<file path="config.mk">
export PLATFORM = sky130hd
export DESIGN_NAME = present_cipher_core
export DESIGN_NICKNAME = d
export VERILOG_FILES = /design/src/rtl/present_pkg.sv /design/src/rtl/present_sbox4.sv /design/src/rtl/present_cipher_core.sv
export SDC_FILE = /design/constraint.sdc
export NUM_CORES = 1
export LEC_CHECK = 0
export BUFFER_PORTS_ARGS = -buffer_cell sky130_fd_sc_hd__buf_2
export CAP_MARGIN = 10
export CELL_PAD_IN_SITES_DETAIL_PLACEMENT = 0
export CELL_PAD_IN_SITES_GLOBAL_PLACEMENT = 1
export CORE_MARGIN = 8
export CORE_UTILIZATION = 44
export CTS_BUF_LIST = sky130_fd_sc_hd__clkbuf_16
export CTS_CLUSTER_DIAMETER = 80
export DETAILED_ROUTE_END_ITERATION = 10
export HOLD_SLACK_MARGIN = 0.08
export PLACE_DENSITY_LB_ADDON = 0.15
export SYNTH_ARGS = -nofsm -noshare
export SYNTH_HDL_FRONTEND = slang
export SYNTH_SLANG_ARGS = --single-unit
</file>
<file path="constraint.sdc">
create_clock -name clk -period 2.6 [get_ports clk]
set_input_delay 0.13 -clock clk [delete_from_list [all_inputs] [get_ports clk]]
set_output_delay 0.13 -clock clk [all_outputs]
set_load 0.01 [all_outputs]
</file>
<file path="src/rtl/present_pkg.sv">
// Shared PRESENT definitions: S-box tables, bit-permutation layers, FSM encoding and round count.
package present_pkg;

   localparam int         ROUNDS   = 31;
   localparam logic [4:0] LAST_RND = 5'(ROUNDS);

   // Nibble i of each table holds S(i) / Sinv(i).
   localparam logic [63:0] SBOX     = 64'h2174_8FE3_DA09_B65C;
   localparam logic [63:0] SBOX_INV = 64'hA970_364B_D21C_8FE5;

   typedef enum logic [1:0] {
      IDLE   = 2'd0,
      KEYEXP = 2'd1,
      RUN    = 2'd2,
      DONE   = 2'd3
   } state_e;

   // Bit i moves to position 16*i mod 63; bit 63 stays put.
   function automatic logic [63:0] player(input logic [63:0] x);
      logic [63:0] y;
      int          j;
      y = '0;
      for (int i = 0; i < 63; i++) begin
         j = (16 * i) % 63;
         y[j[5:0]] = x[i];
      end
      y[63] = x[63];
      return y;
   endfunction

   function automatic logic [63:0] player_inv(input logic [63:0] x);
      logic [63:0] y;
      int          j;
      y = '0;
      for (int i = 0; i < 63; i++) begin
         j = (16 * i) % 63;
         y[i] = x[j[5:0]];
      end
      y[63] = x[63];
      return y;
   endfunction

endpackage

</file>
<file path="src/rtl/present_sbox4.sv">
// 4-bit PRESENT S-box lookup; INV selects the inverse table.
module present_sbox4
   import present_pkg::*;
#(
   parameter bit INV = 1'b0
) (
   input  logic [3:0] x_i,
   output logic [3:0] y_o
);

   localparam logic [63:0] TABLE = INV ? SBOX_INV : SBOX;

   assign y_o = TABLE[{x_i, 2'b00} +: 4];

endmodule

</file>
<file path="src/rtl/present_cipher_core.sv">
// PRESENT-80/128 encrypt/decrypt engine, one round per clock, valid/ready on both sides.
// Handshake: a transfer happens on a rising edge where valid and ready are both high; valid,
// once raised, holds (with its data) until that edge.
module present_cipher_core
   import present_pkg::*;
#(
   parameter int KEY_W  = 80,
   parameter bit DEC_EN = 1'b1
) (
   input  logic             clk,
   input  logic             rst_n,
   input  logic             in_valid,
   output logic             in_ready,
   input  logic             in_decrypt,
   input  logic [63:0]      in_data,
   input  logic [KEY_W-1:0] in_key,
   output logic             out_valid,
   input  logic             out_ready,
   output logic [63:0]      out_data,
   output logic             busy,
   output state_e           dbg_state
);

   state_e             state_q, state_d;
   logic [63:0]        dreg_q, dreg_d;
   logic [KEY_W-1:0]   kreg_q, kreg_d;
   logic [4:0]         rnd_q, rnd_d;
   logic               dec_q, dec_d;
   logic               out_valid_q, out_valid_d;
   logic [63:0]        out_data_q, out_data_d;

   logic [63:0]        rk, x, s_out, enc_nxt, dec_nxt;
   logic [KEY_W-1:0]   ksch, kisch;

   // The round key is always the top 64 bits of the key register.
   assign rk = kreg_q[KEY_W-1 -: 64];
   assign x  = dreg_q ^ rk;

   for (genvar i = 0; i < 16; i++) begin : g_sbox
      present_sbox4 #(.INV(1'b0)) u_sbox (.x_i(x[4*i +: 4]), .y_o(s_out[4*i +: 4]));
   end
   assign enc_nxt = player(s_out);

   if (DEC_EN) begin : g_dec_data
      logic [63:0] p_inv;
      assign p_inv = player_inv(x);
      for (genvar i = 0; i < 16; i++) begin : g_sbox_inv
         present_sbox4 #(.INV(1'b1)) u_sbox_inv (.x_i(p_inv[4*i +: 4]), .y_o(dec_nxt[4*i +: 4]));
      end
   end else begin : g_no_dec_data
      assign dec_nxt = '0;
   end

   if (KEY_W == 80) begin : g_key80
      logic [79:0] kr;
      logic [3:0]  ks;
      assign kr   = {kreg_q[18:0], kreg_q[79:19]};
      present_sbox4 #(.INV(1'b0)) u_ks (.x_i(kr[79:76]), .y_o(ks));
      assign ksch = {ks, kr[75:20], kr[19:15] ^ rnd_q, kr[14:0]};
      if (DEC_EN) begin : g_inv
         logic [79:0] t;
         logic [3:0]  ki;
         assign t     = {kreg_q[79:20], kreg_q[19:15] ^ rnd_q, kreg_q[14:0]};
         present_sbox4 #(.INV(1'b1)) u_ki (.x_i(t[79:76]), .y_o(ki));
         assign kisch = {t[60:0], ki, t[75:61]};
      end else begin : g_no_inv
         assign kisch = kreg_q;
      end
   end else if (KEY_W == 128) begin : g_key128
      logic [127:0] kr;
      logic [7:0]   ks;
      assign kr = {kreg_q[66:0], kreg_q[127:67]};
      present_sbox4 #(.INV(1'b0)) u_ks_hi (.x_i(kr[127:124]), .y_o(ks[7:4]));
      present_sbox4 #(.INV(1'b0)) u_ks_lo (.x_i(kr[123:120]), .y_o(ks[3:0]));
      assign ksch = {ks, kr[119:67], kr[66:62] ^ rnd_q, kr[61:0]};
      if (DEC_EN) begin : g_inv
         logic [127:0] t;
         logic [7:0]   ki;
         assign t = {kreg_q[127:67], kreg_q[66:62] ^ rnd_q, kreg_q[61:0]};
         present_sbox4 #(.INV(1'b1)) u_ki_hi (.x_i(t[127:124]), .y_o(ki[7:4]));
         present_sbox4 #(.INV(1'b1)) u_ki_lo (.x_i(t[123:120]), .y_o(ki[3:0]));
         assign kisch = {t[60:0], ki, t[119:61]};
      end else begin : g_no_inv
         assign kisch = kreg_q;
      end
   end else begin : g_bad_key_w
      $error("present_cipher_core: KEY_W must be 80 or 128");
   end

   always_ff @(posedge clk or negedge rst_n) begin
      if (!rst_n) begin
         state_q     <= IDLE;
         dreg_q      <= '0;
         kreg_q      <= '0;
         rnd_q       <= '0;
         dec_q       <= 1'b0;
         out_valid_q <= 1'b0;
         out_data_q  <= '0;
      end else begin
         state_q     <= state_d;
         dreg_q      <= dreg_d;
         kreg_q      <= kreg_d;
         rnd_q       <= rnd_d;
         dec_q       <= dec_d;
         out_valid_q <= out_valid_d;
         out_data_q  <= out_data_d;
      end
   end

   always_comb begin
      state_d     = state_q;
      dreg_d      = dreg_q;
      kreg_d      = kreg_q;
      rnd_d       = rnd_q;
      dec_d       = dec_q;
      out_valid_d = out_valid_q;
      out_data_d  = out_data_q;
      case (state_q)
         IDLE: begin
            if (in_valid) begin
               dreg_d  = in_data;
               kreg_d  = in_key;
               dec_d   = in_decrypt & DEC_EN;
               rnd_d   = 5'd1;
               state_d = (in_decrypt && DEC_EN) ? KEYEXP : RUN;
            end
         end
         KEYEXP: begin
            // Walk the key forward to K32; rnd is left at 31 for the first decrypt round.
            kreg_d = ksch;
            if (rnd_q == LAST_RND) state_d = RUN;
            else                   rnd_d   = rnd_q + 5'd1;
         end
         RUN: begin
            if (dec_q) begin
               dreg_d = dec_nxt;
               kreg_d = kisch;
               rnd_d  = rnd_q - 5'd1;
               if (rnd_q == 5'd1) state_d = DONE;
            end else begin
               dreg_d = enc_nxt;
               kreg_d = ksch;
               if (rnd_q == LAST_RND) state_d = DONE;
               else                   rnd_d   = rnd_q + 5'd1;
            end
         end
         DONE: begin
            if (!out_valid_q) begin
               out_valid_d = 1'b1;
               out_data_d  = dreg_q ^ rk;
            end else if (out_ready) begin
               out_valid_d = 1'b0;
               out_data_d  = '0;
               rnd_d       = '0;
               state_d     = IDLE;
            end
         end
         default: state_d = IDLE;
      endcase
   end

   assign in_ready  = (state_q == IDLE);
   assign busy      = (state_q != IDLE);
   assign out_valid = out_valid_q;
   assign out_data  = out_data_q;
   assign dbg_state = state_q;

endmodule

</file>
==> impl_metrics.py, run 1 <==
metrics = {
    "finish": {
        "syn_to_final_growth_pct": 30.4,
        "n_fill_cell": 3261,
        "multi_input_comb_area_um2": 9770,
        "seqCellArea_um2": 5430,
        "nets": 2594,
        "fin_cells": 2828,
        "antennaDiodeCount": 0,
        "drive_gt1_share_pct": 19.2,
    },
    "global_routing": {
        "grtUsageMet3_pct": 5.13,
        "track_usage_pct": 32.9,
        "grt_overflow_total": 0,
        "top_usage_layer": "met2",
        "grt_pass1_wl_um": 106000,
        "grt_pass1_vias": 16800,
        "grt_max_degree": 87,
        "grt_use_met1_pct": 43.8,
        "grtUsageMet2_pct": 53.2,
        "grt_antenna_before_repair": 2,
    },
    "floorplanning": {
        "die-area_um2": 42600,
        "io_pins": 218,
        "coreArea_um2": 35700,
        "die_y_um": 206,
        "rows": 69,
        "initial_core_util_pct": 44.7,
        "die_w_um": 206,
    },
    "worst_setup_path": {
        "worstSetupStartpointType": "register",
        "criticalPathCategory": "register to register",
        "end_kind": "register",
        "cp.required_ps": 3090,
        "crit_arrival_ps": 2940,
        "cp_max_fo": 15,
    },
    "sta": {
        "setup_tns_ps": 0,
        "fin_skew_ps": 11.7,
        "setup_viol": 0,
        "slew-limit-headroom_pct": 32.5,
        "fmax_ghz": 0.409,
        "final-max-slew-violation-count": 0,
        "whs_ps": 89.6,
        "fin_crit_ps": 2440,
        "hold_viol_final": 0,
        "tightest_slew_ps": 1000,
        "post-route-period-util_pct": 94.0,
    },
    "logic_synthesis": {
        "synth-edff-count": 0,
        "synth.distinct_cells": 69,
        "postSynthAreaPerCell_um2": 8.17,
        "yosysMostFrequentCell": "nand2_1",
        "synth_ff_type": "dfrtp_1",
        "ys_top_cells_by_count": "nand2_1, dfrtp_1, nor2_1",
        "yosysWarnings": 0,
        "syn-instance-count": 1952,
        "yosys.area.top_type": "dfrtp_1",
        "seq_area_frac_synth_pct": 34.1,
        "synth_top_area_share_pct": 34.1,
        "synth_area_leaders": "dfrtp_1, ha_1, nand2_1",
        "async_flop_share_pct": 100,
        "synth_seq_cells": 217,
        "synth_area_um2": 15900,
        "syn-num-nets": 2201,
    },
    "drt": {
        "route.detailed.drc": 0,
        "drtAntennaViolNets": 0,
        "via_per_inst": 6.20,
        "vias": 17500,
        "drt_pass1_iterations": 5,
        "drt-wirelength-per-cell_um": 25.2,
        "drt_iter0_drc": 1726,
        "wl_um": 71200,
    },
    "clock_network": {
        "cts_inserted_buffers": 29,
        "cts_tree": "yes",
        "root_buffer": "clkbuf_16",
        "htreeDepth": 1,
        "clk_pin_slew_ps": 60,
        "cts_setup_buffers": 0,
        "clock_latency_ps": 570,
        "cts.sinks": 217,
        "clock_path_buffers": 3,
    },
    "place": {
        "place_hpwl_um": 53600,
        "portBuffers": 217,
        "gp_congestion": 0.971,
        "place_inst": 2642,
    },
    "worst_hold_path": {
        "min_path_type": "primary input to register",
    },
    "run_status": {
        "status": "completed",
    },
    "run": {
        "max_cap_viol_count": 0,
    },
}
flip-flops by register name, indices dropped and copies added, names as in the netlist:
| name | flops |
|---|---|
| dbg_state | 2 |
| dec_q | 1 |
| dreg_q | 64 |
| kreg_q | 80 |
| out_data | 64 |
| out_valid | 1 |
| rnd_q | 5 |
metal layers:
metal	up-vias	wire length, um
met5	-	27
met4	4	3180
met3	159	5640
met2	868	32700
met1	8532	29700
li1	7974	-
area by class of cell:
type                    instances  share of cell area [%]
multi-input cells            1518                    47.0
flip-flops and latches        217                    26.1
repair buffers                508                    18.3
clock buffers                  29                    3.49
well taps                     461                    2.77
inverters                      71                    1.29
clock inverters                24                    1.02
timing repair:
action                                 CTS  global route
hold buffers                           133             0
gates cloned                             0             0
setup endpoints to repair                2             4
endpoints found under the hold margin  341             0
gates resized for setup                  2             5
per-stage QoR:
stage / cell area, um2 / worst slack (ps) / utilization [%]
global route: 20800 / -8.57 / 58.3
finish: 20800 / 156 / 58.3
global placement: 18500 / -83.1 / 51.8
CTS: 20800 / 2.42 / 58.2
detailed placement: 18500 / -93.6 / 51.8
floorplan: 15900 / 258 / -
worst paths after layout:
check	start	to	slack, ps	depth (start not counted)
max reg2reg	dbg_state[0]	dreg_q[62]	160	9
min reg2reg	out_data[54]	out_data[54]	470	2
min in group asynchronous	rst_n	out_data[63]	140	2
min	in_data[4]	dreg_q[4]	90	3
max in group asynchronous	rst_n	kreg_q[36]	1670	3
max	dbg_state[0]	dreg_q[62]	160	9
placed cells by master (no fill, tap or decap), types with 32 or more instances in the layout:
| master | instances |
|---|---|
| xnor2_1 | 52 |
| inv_1 | 58 |
| buf_4 | 142 |
| a221oi_1 | 87 |
| ha_1 | 99 |
| nand3_1 | 46 |
| a21oi_1 | 94 |
| a31oi_1 | 38 |
| nor2_1 | 195 |
| o31ai_1 | 81 |
| o21ai_0 | 190 |
| nand2_1 | 276 |
| dfrtp_1 | 217 |
| buf_2 | 216 |
| xor2_1 | 46 |
| o211ai_1 | 42 |
| nor3_1 | 32 |
| dlygate4sd3_1 | 133 |
kinds of logic after synthesis:
family	Yosys count	synth area share, %
compound gates	683	28.8
simple gates	602	15.7
buf+inv	217	5.24
flops	217	34.1
xor+xnor	106	6.18
fa+ha+maj	100	7.85
mux	27	2.11
critical path, cell delays in order (launching register included):
cell and delay, ps:
dfrtp_1 400, inv_1 140, ha_1 310, nor2b_4 270, buf_12 190, buf_4 210, nand2_1 120, o311ai_0 390
a21oi_1 170, a21oi_1 150
Power of run 1 is left out: the tool's default activity adds up to more than one toggle a clock period on the data nets, which glitch-free logic cannot reach.
==> inputs of run 2 (changes only) <==
Settings changed: CORE_ASPECT_RATIO set to 1.25, GPL_ROUTABILITY_DRIVEN set to 0.
==> run 2 against run 1 <==
Effect of this change: flip-flop and latch count unchanged; fmax down 1.6%; critical path depth unchanged; clock-buffer cell count down 3; core utilization down 0.93 points; via count down 0.52%; routed wire length down 4.1%; critical path type unchanged; highest routed layer is now met4.
==> impl_metrics.py, run 2 (synthesized netlist as in run 1, its figures left out) <==
metrics = {
    "sta": {
        "post-route-period-util_pct": 95.6,
        "rsz0062_at_grt": "false",
        "whs_ps": 97.8,
        "slew-limit-headroom_pct": 22.6,
        "fmax_ghz": 0.402,
        "final-max-slew-violation-count": 0,
        "setup_viol": 0,
        "fin_skew_ps": 22.9,
        "hold_viol_final": 0,
        "tightest_slew_ps": 1150,
        "setup_tns_ps": 0,
        "fin_crit_ps": 2480,
    },
    "floorplanning": {
        "rows": 78,
        "die_w_um": 186,
        "io_pins": 218,
        "coreArea_um2": 36000,
        "die-area_um2": 42600,
        "initial_core_util_pct": 44.3,
        "die_y_um": 229,
    },
    "finish": {
        "final_core_util_pct": 57.4,
        "largest-register": "kreg_q",
        "syn_to_final_growth_pct": 29.6,
        "n_fill_cell": 3336,
        "seqCellArea_um2": 5430,
        "final_common_cell": "nand2_1",
        "largest_reg_flops": 80,
        "nets": 2599,
        "final_cell_mix": "nand2_1, dfrtp_1, buf_2, nor2_1, o21ai_0",
        "drive_gt1_share_pct": 19.2,
        "multi_input_comb_area_um2": 9760,
    },
    "clock_network": {
        "cts_tree": "yes",
        "cts.sinks": 217,
        "clock_latency_ps": 570,
        "cts_inserted_buffers": 26,
        "htreeDepth": 1,
        "clk_pin_slew_ps": 60,
        "root_buffer": "clkbuf_16",
        "clock_path_buffers": 3,
    },
    "drt": {
        "drt-wirelength-per-cell_um": 24.0,
        "via_per_inst": 6.13,
        "drt_iter0_drc": 2104,
        "route.detailed.drc": 0,
        "drt_pass1_iterations": 8,
        "drtAntennaViolNets": 0,
        "wl_um": 68300,
        "vias": 17400,
    },
    "worst_hold_path": {
        "hold_path_depth": 3,
        "min_path_type": "primary input to register",
        "whs_endpoint": "dreg_q[4]",
        "worstHoldStart": "in_data[4]",
    },
    "global_routing": {
        "grt_overflow_total": 0,
        "grt_max_degree": 87,
        "grt_antenna_before_repair": 1,
        "grt_pass1_wl_um": 103000,
        "grt_pass1_vias": 17000,
        "track_usage_pct": 31.4,
    },
    "run_status": {
        "status": "completed",
    },
    "worst_setup_path": {
        "r2r_cells": 9,
        "crit_arrival_ps": 2980,
        "cp.required_ps": 3090,
        "reg2reg_from": "dbg_state[0]",
        "cp_max_fo": 7,
        "r2r-end": "dreg_q[61]",
        "r2r_slack_ps": 120,
        "criticalPathCategory": "register to register",
        "end_kind": "register",
        "worstSetupStartpointType": "register",
    },
    "place": {
        "place_hpwl_um": 51100,
        "portBuffers": 217,
    },
    "run": {
        "max_cap_viol_count": 0,
    },
}
[run 2: changes by cell type in the layout (fill, tap and decap cells not counted), sizes merged]
cell,before,now
and2,1,2
buf,375,378
bufinv,4,2
clkbuf,29,26
clkinvlp,1,0
diode,0,1
dlygate4sd3,133,137
inv,70,66
[run 2: how the worst max path moves through the flow]
stage,from,endpoint,slack (ps),depth (start not counted)
after floorplan,kreg_q[16],dreg_q[32],260,6
after global placement,dbg_state[0],kreg_q[41],-210,6
after detailed placement,dbg_state[0],kreg_q[41],-190,6
after CTS,dbg_state[0],kreg_q[41],70,6
after global routing,kreg_q[73],dreg_q[62],5,6
final,dbg_state[0],dreg_q[61],120,9
[run 2: through the flow]
step,area [um2],worst slack (ps),cells
after floorplan,15900,258,1952
after global placement,18500,-212,2663
after detailed placement,18500,-186,2663
after CTS,20600,65.6,2843
after global routing,20700,5.06,2845
final,20700,115,2846
[run 2: routing by layer]
metal	vias to the layer above	global-route usage (%)	wire length, um	share of wire, %
met5	-	0	0	0
met4	0	16.4	4060	5.9
met3	186	3.90	5160	7.6
met2	864	50.4	31700	46
met1	8405	40.4	27300	40
li1	7990	-	-	-
[run 2: repair_timing]
item / in CTS / in global routing
resized for setup: 2 / 3
endpoints found under the hold margin: 353 / 0
pin swaps: 0 / 1
hold buffers: 137 / 0
cloned: 0 / 1
endpoints found under the setup margin: 2 / 3
buffers inserted: 0 / 0
[run 2: critical path, stage by stage, from the launching register on]
cell      delay, ps
dfrtp_1         410
inv_1           180
ha_2            210
inv_1            60
nor2_1          710
buf_4           320
a21oi_1          80
o311ai_1        140
buf_4           200
o22a_1          120
[run 2: cell type report]
cell class | count | area share [%]
Clock buffer | 26 | 3.15
Antenna cell | 1 | 0.0121
Inverter | 71 | 1.30
Timing Repair Buffer | 515 | 18.5
Tap cell | 480 | 2.91
Multi-Input combinational cell | 1519 | 47.2
Clock inverter | 17 | 0.654
Sequential cell | 217 | 26.3
Power of run 2 is left out for the same reason.
